==> config.mk <==
export PLATFORM = sky130hd
export DESIGN_NAME = stopwatch_ctrl
export DESIGN_NICKNAME = d
export VERILOG_FILES = /design/src/rtl/stopwatch_pkg.sv /design/src/rtl/stopwatch_ctrl_bcd_digit.sv /design/src/rtl/stopwatch_ctrl.sv
export SDC_FILE = /design/constraint.sdc
export NUM_CORES = 1
export LEC_CHECK = 0
export CAP_MARGIN = 10
export CORE_AREA = 2 2 79 81
export DETAILED_ROUTE_END_ITERATION = 7
export DIE_AREA = 0 0 81 83
export SKIP_LAST_GASP = 1
export SYNTH_ARGS = -nofsm -noshare
export SYNTH_HDL_FRONTEND = slang
export SYNTH_SLANG_ARGS = --single-unit
==> constraint.sdc <==
create_clock -name clk -period 3.1 [get_ports clk]
set_input_delay 0.62 -clock clk [delete_from_list [all_inputs] [get_ports clk]]
set_output_delay 0.62 -clock clk [all_outputs]
set_load 0.05 [all_outputs]
==> src/rtl/stopwatch_pkg.sv <==
// Shared types and constants for the MM:SS stopwatch core.
package stopwatch_pkg;

  typedef enum logic [1:0] {
    IDLE  = 2'd0,
    RUN   = 2'd1,
    PAUSE = 2'd2
  } state_e;

  localparam logic [3:0] DIG_MAX_9 = 4'd9;
  localparam logic [3:0] DIG_MAX_5 = 4'd5;

endpackage

==> src/rtl/stopwatch_ctrl_bcd_digit.sv <==
// One BCD digit of the ripple counter: counts 0..MAX and carries out on wrap.
module bcd_digit
  import stopwatch_pkg::*;
#(
  parameter logic [3:0] MAX = DIG_MAX_9
) (
  input  logic       clk,
  input  logic       reset,
  input  logic       inc,
  input  logic       clr,
  output logic [3:0] q,
  output logic       carry
);

  logic [3:0] q_q;
  logic [3:0] q_d;

  assign carry = inc && (q_q == MAX);

  always_comb begin
    q_d = q_q;
    if (clr) begin
      q_d = 4'd0;
    end else if (carry) begin
      q_d = 4'd0;
    end else if (inc) begin
      q_d = q_q + 4'd1;
    end
  end

  always_ff @(posedge clk or negedge reset) begin
    if (!reset) begin
      q_q <= 4'd0;
    end else begin
      q_q <= q_d;
    end
  end

  assign q = q_q;

endmodule

==> src/rtl/stopwatch_ctrl.sv <==
// Stopwatch core: run/pause/idle FSM, 1 Hz prescaler, MM:SS BCD count and sticky wrap flag.
module stopwatch_ctrl
  import stopwatch_pkg::*;
#(
  parameter int TICK_DIV = 25_000_000,
  localparam int CNT_W = $clog2(TICK_DIV)
) (
  input  logic        clk,
  input  logic        reset,
  input  logic        start_stop,
  input  logic        clear,
  output logic [15:0] digits,
  output logic        running,
  output logic        ovf,
  output logic        tick
);

  localparam logic [CNT_W-1:0] PRESC_LAST = CNT_W'(TICK_DIV - 1);

  state_e           state_q, state_d;
  logic [CNT_W-1:0] presc_q, presc_d;
  logic             ovf_q, ovf_d;
  logic             tick_q, tick_d;
  logic             running_q, running_d;
  logic             advance;
  logic             clr_all;
  logic [3:0]       carry;

  // Outputs are all registered; tick is a strobe marking the cycle in which digits has just changed.
  assign advance = (state_q == RUN) && (presc_q == PRESC_LAST);

  always_comb begin
    state_d = state_q;
    clr_all = 1'b0;
    case (state_q)
      IDLE:  if (start_stop) state_d = RUN;
      RUN:   if (start_stop) state_d = PAUSE;
      PAUSE: begin
        if (clear) begin
          state_d = IDLE;
          clr_all = 1'b1;
        end else if (start_stop) begin
          state_d = RUN;
        end
      end
      default: state_d = IDLE;
    endcase
  end

  // Prescaler holds through PAUSE so a partial second survives a pause.
  always_comb begin
    presc_d = presc_q;
    if (clr_all) begin
      presc_d = '0;
    end else if (state_q == RUN) begin
      presc_d = advance ? '0 : presc_q + CNT_W'(1);
    end
  end

  always_comb begin
    ovf_d     = clr_all ? 1'b0 : (ovf_q | carry[3]);
    tick_d    = advance;
    running_d = (state_d == RUN);
  end

  always_ff @(posedge clk or negedge reset) begin
    if (!reset) begin
      state_q   <= IDLE;
      presc_q   <= '0;
      ovf_q     <= 1'b0;
      tick_q    <= 1'b0;
      running_q <= 1'b0;
    end else begin
      state_q   <= state_d;
      presc_q   <= presc_d;
      ovf_q     <= ovf_d;
      tick_q    <= tick_d;
      running_q <= running_d;
    end
  end

  bcd_digit #(.MAX(DIG_MAX_9)) u_sec_ones (
    .clk(clk), .reset(reset), .inc(advance),  .clr(clr_all),
    .q(digits[3:0]),   .carry(carry[0])
  );
  bcd_digit #(.MAX(DIG_MAX_5)) u_sec_tens (
    .clk(clk), .reset(reset), .inc(carry[0]), .clr(clr_all),
    .q(digits[7:4]),   .carry(carry[1])
  );
  bcd_digit #(.MAX(DIG_MAX_9)) u_min_ones (
    .clk(clk), .reset(reset), .inc(carry[1]), .clr(clr_all),
    .q(digits[11:8]),  .carry(carry[2])
  );
  bcd_digit #(.MAX(DIG_MAX_5)) u_min_tens (
    .clk(clk), .reset(reset), .inc(carry[2]), .clr(clr_all),
    .q(digits[15:12]), .carry(carry[3])
  );

  assign running = running_q;
  assign ovf     = ovf_q;
  assign tick    = tick_q;

endmodule

# Yosys cells after proc, flatten, opt, wreduce, memory -nomap -nowiden
# Cells that the tools add are included.
dict set report word_totals {
  reg_bits 46
  input_bits 4
  output_inout_bits 19
}
dict set report classes {
  addsub 5
  n_eq_ne 8
  mux 22
  bitwise_logic 1
  reduce_logical 11
}
# op n
set ops {}
lappend ops {{25-bit 2-to-1 mux} 3}
lappend ops {{4-bit 2-to-1 mux} 12}
lappend ops {{25-bit by 1-bit adder with 25-bit output (second input constant)} 1}
lappend ops {{25-bit == test (second input constant)} 1}
lappend ops {{4-bit by 1-bit adder with 4-bit output (second input constant)} 4}
lappend ops {{3-bit nonzero test} 4}
lappend ops {{4-bit by 3-bit == test with 1-bit output (second input constant)} 2}
lappend ops {{4-bit == test (second input constant)} 2}
lappend ops {{2-bit 2-to-1 mux} 3}
lappend ops {{2-bit case mux with 3 select lines} 1}
lappend ops {{1-bit logical AND} 5}
lappend ops {{2-bit by 1-bit == test with 1-bit output (second input constant)} 2}
lappend ops {{1-bit 2-to-1 mux} 3}
lappend ops {{2-bit == test (second input constant)} 1}
lappend ops {{2-bit zero test} 1}
lappend ops {{2-bit nonzero test} 1}
lappend ops {{1-bit bitwise OR} 1}

# Depth between registers and ports, before layout
# Gate-level depths: netlist (run 1).
dict set report logic_depth {
  word_depth 8
  depth_mapped 8
  ltp_nobuf 7
}

# By module
# Synthesis (run 1) repeated with hierarchy kept, for this count alone.
dict set report hier_totals {
  hier_cells 277
  hier_area_um2 2631.3
}
# module n_inst cells_each area_each_um2
set by_module_without_submodules {}
lappend by_module_without_submodules {stopwatch_ctrl 1 179 1695.4}
lappend by_module_without_submodules {{bcd_digit (u_min_ones ...)} 2 26 241.5}
lappend by_module_without_submodules {{bcd_digit (u_min_tens ...)} 2 23 226.5}

# Least setup slack after synthesis (run 1)
# No wires, ideal clock.
dict set report synth_path {
  kind {reg-to-reg}
  start {register u_sec_ones.q_q[0] (netlist: u_sec_ones.q[0])}
  end {register u_min_tens.q_q[0] (netlist: u_min_tens.q[0])}
  setup_time_ps 125
  arrival_time_ps 2197
  path_slack_ps 778
  path_stages_with_launch 7
  synth_period_minus_slack_ps 2322
  cell_sequence {dfrtp_1 ha_1 and3b_1 or4b_4 nor3_4 nor2_1 mux2_2}
}
dict set report synth_between {
  elab_chain_len 7
  word_cells_on_any_way 8
}
# element line_no
set synth_rtl {}
lappend synth_rtl {{from (decl)} stopwatch_ctrl_bcd_digit.sv:15} ;# logic [3:0] q_q;
lappend synth_rtl {{from (signal assigned)} stopwatch_ctrl_bcd_digit.sv:35} ;# q_q <= q_d;
lappend synth_rtl {{4-bit == test (*)} stopwatch_ctrl_bcd_digit.sv:18} ;# assign carry = inc && (q_q == MAX);
lappend synth_rtl {{1-bit logical AND (*) (3 in a row)} stopwatch_ctrl_bcd_digit.sv:18}
lappend synth_rtl {{1-bit logical AND} stopwatch_ctrl_bcd_digit.sv:18}
lappend synth_rtl {{4-bit 2-to-1 mux} stopwatch_ctrl_bcd_digit.sv:24} ;# end else if (carry) begin
lappend synth_rtl {{4-bit 2-to-1 mux} stopwatch_ctrl_bcd_digit.sv:22} ;# if (clr) begin
lappend synth_rtl {{to (signal assigned)} stopwatch_ctrl_bcd_digit.sv:35}
lappend synth_rtl {{to (decl)} stopwatch_ctrl_bcd_digit.sv:15}
# Every way passes the cells marked *; elsewhere a longest branch is shown, timed or not.
# A chain may end at the register's enable or synchronous reset.

# Worst setup path after layout (run 1)
dict set report layout_path {
  start {register presc_q[0]}
  end {register presc_q[18]}
}
dict set report layout_between {
  elab_chain_len 5
  word_cells_on_any_way 6
}
# element line_no
set layout_rtl {}
lappend layout_rtl {{from (decl)} stopwatch_ctrl.sv:21} ;# logic [CNT_W-1:0] presc_q, presc_d;
lappend layout_rtl {{from (signal assigned)} stopwatch_ctrl.sv:75} ;# presc_q <= presc_d;
lappend layout_rtl {{parallel branches: the longest is 2 deep, another holds 25-bit by 1-bit adder with 25-bit output} n/a}
lappend layout_rtl {{25-bit 2-to-1 mux (*)} stopwatch_ctrl.sv:56} ;# presc_d = advance ? '0 : presc_q + CNT_W'(1);
lappend layout_rtl {{25-bit 2-to-1 mux (*)} stopwatch_ctrl.sv:55} ;# end else if (state_q == RUN) begin
lappend layout_rtl {{25-bit 2-to-1 mux (*)} stopwatch_ctrl.sv:53} ;# if (clr_all) begin
# Every way passes the cells marked *. The select of a mux whose other input is x is not followed.

==> results of run 1 <==
-- cell type report --
class                           count  area, um^2
Tap cell                           75       93.84
Inverter                            9       33.78
Clock buffer                        7       86.33
Clock inverter                      1       5.005
Fill cell                         550        2885
Multi-Input combinational cell    210        1330
Sequential cell                    46        1151
Timing Repair Buffer               24       230.2
-- report_power, final --
part	switching [uW]	internal [uW]	leakage, uW
clock network	206	180	0.0000482
logic	406	241	0.000558
registers	162	727	0.000627
total	773	1150	0.00123
-- path summary, 6_finish.rpt --
kind | start | end | slack [ps] | cells past startpoint
max | presc_q[0] | presc_q[18] | 740 | 6
min in group clk | ovf | ovf | 500 | 2
max in group asynchronous | reset | presc_q[1] | 1950 | 1
min reg2reg | ovf | ovf | 500 | 2
min | reset | u_sec_tens.q[3] | 500 | 1
max reg2reg | presc_q[0] | presc_q[18] | 740 | 6
-- logic make-up (layout without fill, tap and decap cells) --
logic type,count (synthesis),count (layout)
XOR/XNOR,14,14
multiplexers,5,5
buffers and inverters,16,41
flip-flops,46,46
AND/OR/NAND/NOR,136,136
adder cells (fa/ha/maj),9,9
AO/OA/AOI/OAI,46,46
-- per-stage QoR --
step | cells | hold slack, ps | total power [uW]
floorplan | 272 | 324.4 | 1318
global placement | 364 | 473.4 | 1535
detailed placement | 364 | 477.1 | 1548
CTS | 372 | 493.4 | 1938
global route | 372 | 520.8 | 2050
finish | 372 | 499.0 | 1922
-- cells in the mapped netlist (all sizes together), types with 3 or more instances --
master,count
nor3,10
nand3,17
nand4,9
xnor2,6
or4b,4
mux2i,3
a21oi,17
or4,5
o211ai,3
inv,9
nor4,6
or3,10
o22ai,3
nand3b,3
a21o,3
nor2,25
nand2,30
ha,9
clkbuf,7
nor2b,3
dfrtp,46
o21ai,10
a31oi,3
and3b,4
nand2b,3
xor2,8
-- routing by layer --
layer	global-route usage, %	vias to the layer above
met5	0	-
li1	-	1037
met3	4.022	6
met2	28.40	41
met1	23.39	1020
met4	5.085	0
-- sequential cells by signal, indices dropped and copies added (netlist names) --
register	count
presc_q	25
u_min_ones.q	4
u_min_tens.q	4
u_sec_ones.q	4
u_sec_tens.q	4
state_q	2
ovf	1
running	1
tick	1
==> impl_metrics.py, run 1 <==
metrics = {
    "run_status": {
        "status": "completed",
    },
    "global_routing": {
        "grt_usage_pct": 17.59,
        "grt_max_degree": 47,
        "grt_pass1_wl_um": 9370,
        "antenna_found_initial": 0,
        "grt-ovfl-total": 0,
        "first_global_vias": 1982,
    },
    "floorplan": {
        "start_util_pct": 43.70,
        "fp.dieW_um": 81,
        "core_mm2": 0.005816,
        "die_y_um": 83,
        "design.die.area_mm2": 0.006723,
        "io_pins": 23,
        "row_count": 28,
    },
    "synthesis": {
        "synth_edf_count": 0,
        "synthAdderAreaFrac_pct": 4.431,
        "ys_types": 44,
        "synth_ff_type": "dfrtp_1",
        "avgSynthCellArea_um2": 9.343,
        "syn_area_mm2": 0.002541,
        "synth_top_family_by_area": "simple AND/OR/NAND/NOR gates",
        "ys_ff_latch": 46,
        "synth_cells": 272,
        "yosys.area_share.simple_pct": 30.03,
        "synth_top_cell_by_area": "dfrtp_1",
        "yosysSeqAreaShare_pct": 45.30,
        "synth_top_area_share_pct": 45.30,
        "yosysWarnings": 0,
        "synth-xor-area-share_pct": 4.825,
        "synth_area_leaders": "dfrtp_1, ha_1, nand2_1, nor2_1, a21oi_1",
        "synth_compound_area_share_pct": 10.98,
        "synthArstFlopShare_pct": 100.0,
        "synth_nets": 285,
        "synthMuxAreaShare_pct": 2.068,
    },
    "place": {
        "pre_cts_slack_ps": 628.5,
        "io_buffer_count": 22,
        "place.gp.congestion": 0.7790,
        "place_area_mm2": 0.002839,
        "dp_hpwl_um": 3858,
    },
    "detailed_routing": {
        "wl_per_cell_um": 14.91,
        "vias": 2104,
        "wl_met1_um": 2695,
        "routed-wl-met2_um": 2615,
        "firstDrtPassIters": 4,
        "route.detailed.drc": 0,
        "dr_wl_met3_um": 173,
        "postRouteAntennaNets": 0,
        "drtIter0Drc": 115,
        "via_per_inst": 5.656,
        "totalWireLength_um": 5546,
        "highest_layer": "met4",
    },
    "timing": {
        "setup_viol": 0,
        "hold_viol_final": 0,
        "slew_viol_final": 0,
        "rsz0062_at_grt": "no",
        "clock_skew_ps": 4.882,
        "final.setup.tns_ps": 0,
        "setup_ws_ps": 739.3,
        "slew_headroom_pct": 28.17,
        "fin_crit_ps": 2361,
        "worst_pin_slew_ps": 1077,
        "clock.fmax_mhz": 423.6,
        "finalCritPeriodShare_pct": 76.15,
    },
    "clock_network": {
        "post-cts-setup-buffers": 0,
        "cts_tree": "done",
        "cts_buffer_depth": 2,
        "holdBufCountCts": 0,
        "clock_latency_ps": 300,
        "clk_pin_slew_ps": 90,
        "root_buffer": "clkbuf_8",
        "cts_max_level": 2,
        "cts_made_buffers": 5,
        "clock_sinks": 46,
        "cts_resized": 0,
    },
    "worst_setup_path": {
        "startpoint_type": "flop",
        "max_stage_delay_ps": 840,
        "path_max_fanout": 15,
        "cp.arrival_ps": 2580,
        "path_class": "flop to flop",
        "critPathBufInv": 0,
        "crit_family": "compound AO/OA/AOI/OAI gates",
        "cp-end-kind": "flop",
        "crit_slowest_cell": "a21oi_1",
        "critPathRequiredTime_ps": 3320,
        "path_cells": "ha_1 > nand4_1 > nor4_1 > a21oi_1 > o21ai_0 > a31oi_1",
    },
    "pwr": {
        "cellPowerDensity_mw_per_mm2": 655.8,
        "ir_drop_uv": 272.3,
        "total_leakage_power_uw": 0.001233,
    },
    "finish": {
        "antennaDiodeCount": 0,
        "fin_nets": 309,
        "syn2layout_area_growth_pct": 15.31,
        "drive_gt1_share_pct": 6.397,
        "postLayoutCoreUtil_pct": 50.39,
        "finalInstanceArea_mm2": 0.002930,
        "final_cell_mix": "dfrtp_1, nand2_1, nor2_1",
        "mostFrequentLayoutCell": "dfrtp_1",
    },
    "run": {
        "max-cap-violations": 0,
    },
    "min_path": {
        "hold_path_class": "input port to asynchronous set/reset pin",
    },
}
(Power assumes the default switching activity.)
==> run 2: changes to the inputs <==
==> constraint.sdc (replaced) <==
create_clock -name clk -period 2.2 [get_ports clk]
set_input_delay 0.44 -clock clk [delete_from_list [all_inputs] [get_ports clk]]
set_output_delay 0.44 -clock clk [all_outputs]
set_load 0.05 [all_outputs]
==> impl_metrics.py, run 2 (same netlist as run 1, synthesis figures left out) <==
metrics = {
    "worst_setup_path": {
        "r2r_cells": 5,
        "crit_path_start": "presc_q[7]",
        "crit_family": "simple AND/OR/NAND/NOR gates",
        "crit_cells": 5,
        "max_stage_delay_ps": 600,
        "critPathRequiredTime_ps": 2400,
        "cp.arrival_ps": 2410,
        "worstReg2RegEnd": "u_min_tens.q[0]",
        "cp_common_cell": "or4b_4",
        "r2r_start": "presc_q[7]",
        "path_class": "flop to flop",
        "path_cells": "or4b_4 > or4b_4 > nor3_4 > nor2_1 > mux2_2",
        "cp-end-kind": "flop",
        "path_max_fanout": 5,
        "critPathBufInv": 0,
        "worstSetupEndpoint": "u_min_tens.q[0]",
        "crit_slowest_cell": "or4b_4",
        "startpoint_type": "flop",
        "reg2reg_slack_ps": -10,
    },
    "finish": {
        "finalInstanceArea_mm2": 0.003276,
        "fin_nets": 346,
        "regArea_mm2": 0.001154,
        "fill_cells": 559,
        "top_register": "presc_q",
        "final_cell_mix": "dfrtp_1, buf_4, nand2_1",
        "drive_gt1_share_pct": 18.86,
        "largest_reg_flops": 25,
        "multi_input_area_mm2": 0.001370,
        "antennaDiodeCount": 0,
        "mostFrequentLayoutCell": "dfrtp_1",
        "postLayoutCoreUtil_pct": 56.33,
        "syn2layout_area_growth_pct": 28.90,
    },
    "place": {
        "dp_hpwl_um": 4276,
        "io_buffer_count": 22,
        "place_area_mm2": 0.003129,
        "place.gp.congestion": 0.7611,
    },
    "timing": {
        "slew_headroom_pct": 65.36,
        "setup_viol": 1,
        "clock_skew_ps": 11.39,
        "clock.fmax_mhz": 451.5,
        "worst_pin_slew_ps": 519.5,
        "finalCritPeriodShare_pct": 100.7,
        "setup_ws_ps": -14.70,
        "hold_viol_final": 0,
        "slew_viol_final": 0,
        "fin_crit_ps": 2215,
        "rsz0062_at_grt": "yes",
    },
    "floorplan": {
        "io_pins": 23,
        "row_count": 28,
        "design.die.area_mm2": 0.006723,
        "start_util_pct": 43.70,
        "die_y_um": 83,
        "fp.dieW_um": 81,
        "core_mm2": 0.005816,
    },
    "global_routing": {
        "grt_pass1_wl_um": 9860,
        "antenna_found_initial": 0,
        "grt_max_degree": 27,
        "grt-ovfl-total": 0,
        "grt_usage_pct": 18.56,
        "first_global_vias": 2051,
    },
    "clock_network": {
        "clock_sinks": 46,
        "cts_max_level": 2,
        "clk_pin_slew_ps": 90,
        "root_buffer": "clkbuf_8",
        "clock_latency_ps": 300,
        "cts_made_buffers": 5,
        "cts_buffer_depth": 2,
        "cts_tree": "done",
        "holdBufCountCts": 0,
    },
    "run_status": {
        "status": "finished, violations left",
        "violations": "negative setup slack",
    },
    "pwr": {
        "cellPowerDensity_mw_per_mm2": 875.6,
        "total_leakage_power_uw": 0.001454,
        "ir_drop_uv": 458.9,
    },
    "detailed_routing": {
        "routed-wl-met2_um": 2751,
        "totalWireLength_um": 5825,
        "route.detailed.drc": 0,
        "drtIter0Drc": 105,
        "dr_wl_met3_um": 157,
        "wl_met1_um": 2860,
        "wl_per_cell_um": 14.24,
        "highest_layer": "met4",
        "vias": 2190,
        "via_per_inst": 5.355,
        "firstDrtPassIters": 4,
        "postRouteAntennaNets": 0,
    },
    "min_path": {
        "hold_path_class": "input port to asynchronous set/reset pin",
    },
    "run": {
        "max-cap-violations": 0,
    },
}
==> run 2: cell types whose count changed in the layout (fill, tap and decap cells not counted) <==
| cell | change |
|---|---|
| buf_4 | +35 |
| buf_12 | +2 |
| dfrtp_1 | -2 |
| dfrtp_2 | +2 |
| nor4_1 | -2 |
| or4_1 | -2 |
| or4_4 | +2 |
| nand2_1 | -1 |
| nand2_2 | +1 |
| nor4_2 | +1 |
| nor4_4 | +1 |
| nor4b_2 | -1 |
| nor4b_4 | +1 |
==> run 2: layout make-up <==
cell class | instances | area share [%]
clock buffer | 7 | 2.636
timing repair buffer | 61 | 16.27
clock inverter | 1 | 0.1528
tap | 75 | 2.865
inverter | 9 | 1.031
multi-input combinational | 210 | 41.83
sequential | 46 | 35.22
==> run 2: how the worst min path moves through the flow <==
stage	cells past startpoint	endpoint	slack (ps)	start
final	1	ovf	100	reset
after global routing	1	u_min_ones.q[3]	140	reset
after CTS	1	u_min_ones.q[3]	120	reset
after detailed placement	1	u_sec_tens.q[3]	450	reset
after global placement	1	u_sec_tens.q[3]	450	reset
after floorplan	0	ovf	140	reset
==> run 2: through the flow <==
stage	power, uW	worst slack [ps]	hold slack [ps]	setup TNS (ps)	cells
4_1_cts	2899	-24.40	121.8	-57.40	407
2_1_floorplan	1859	34.59	144.4	0	272
3_5_place_dp	2348	-42.78	448.8	-87.72	399
3_3_place_gp	2318	12.24	446.2	0	399
6_report	2868	-14.70	102.0	-14.70	409
5_1_grt	3052	-120.0	142.9	-955.6	409
==> run 2: routing by layer <==
layer | track usage (%) | vias to the layer above
met5 | 0 | -
met3 | 3.261 | 6
li1 | - | 1107
met4 | 4.160 | 0
met2 | 29.60 | 27
met1 | 26.22 | 1050
==> run 2: timing repair <==
item	in CTS	in global routing
pin swaps	1	2
gates resized for setup	2	5
buffers inserted	0	2
endpoints found under the setup margin	5	22
==> run 2: where the power goes <==
part	internal (uW)	switching (uW)	total [uW]
Clock	254	290	544
Combinational	467	676	1140
Sequential	1030	156	1180
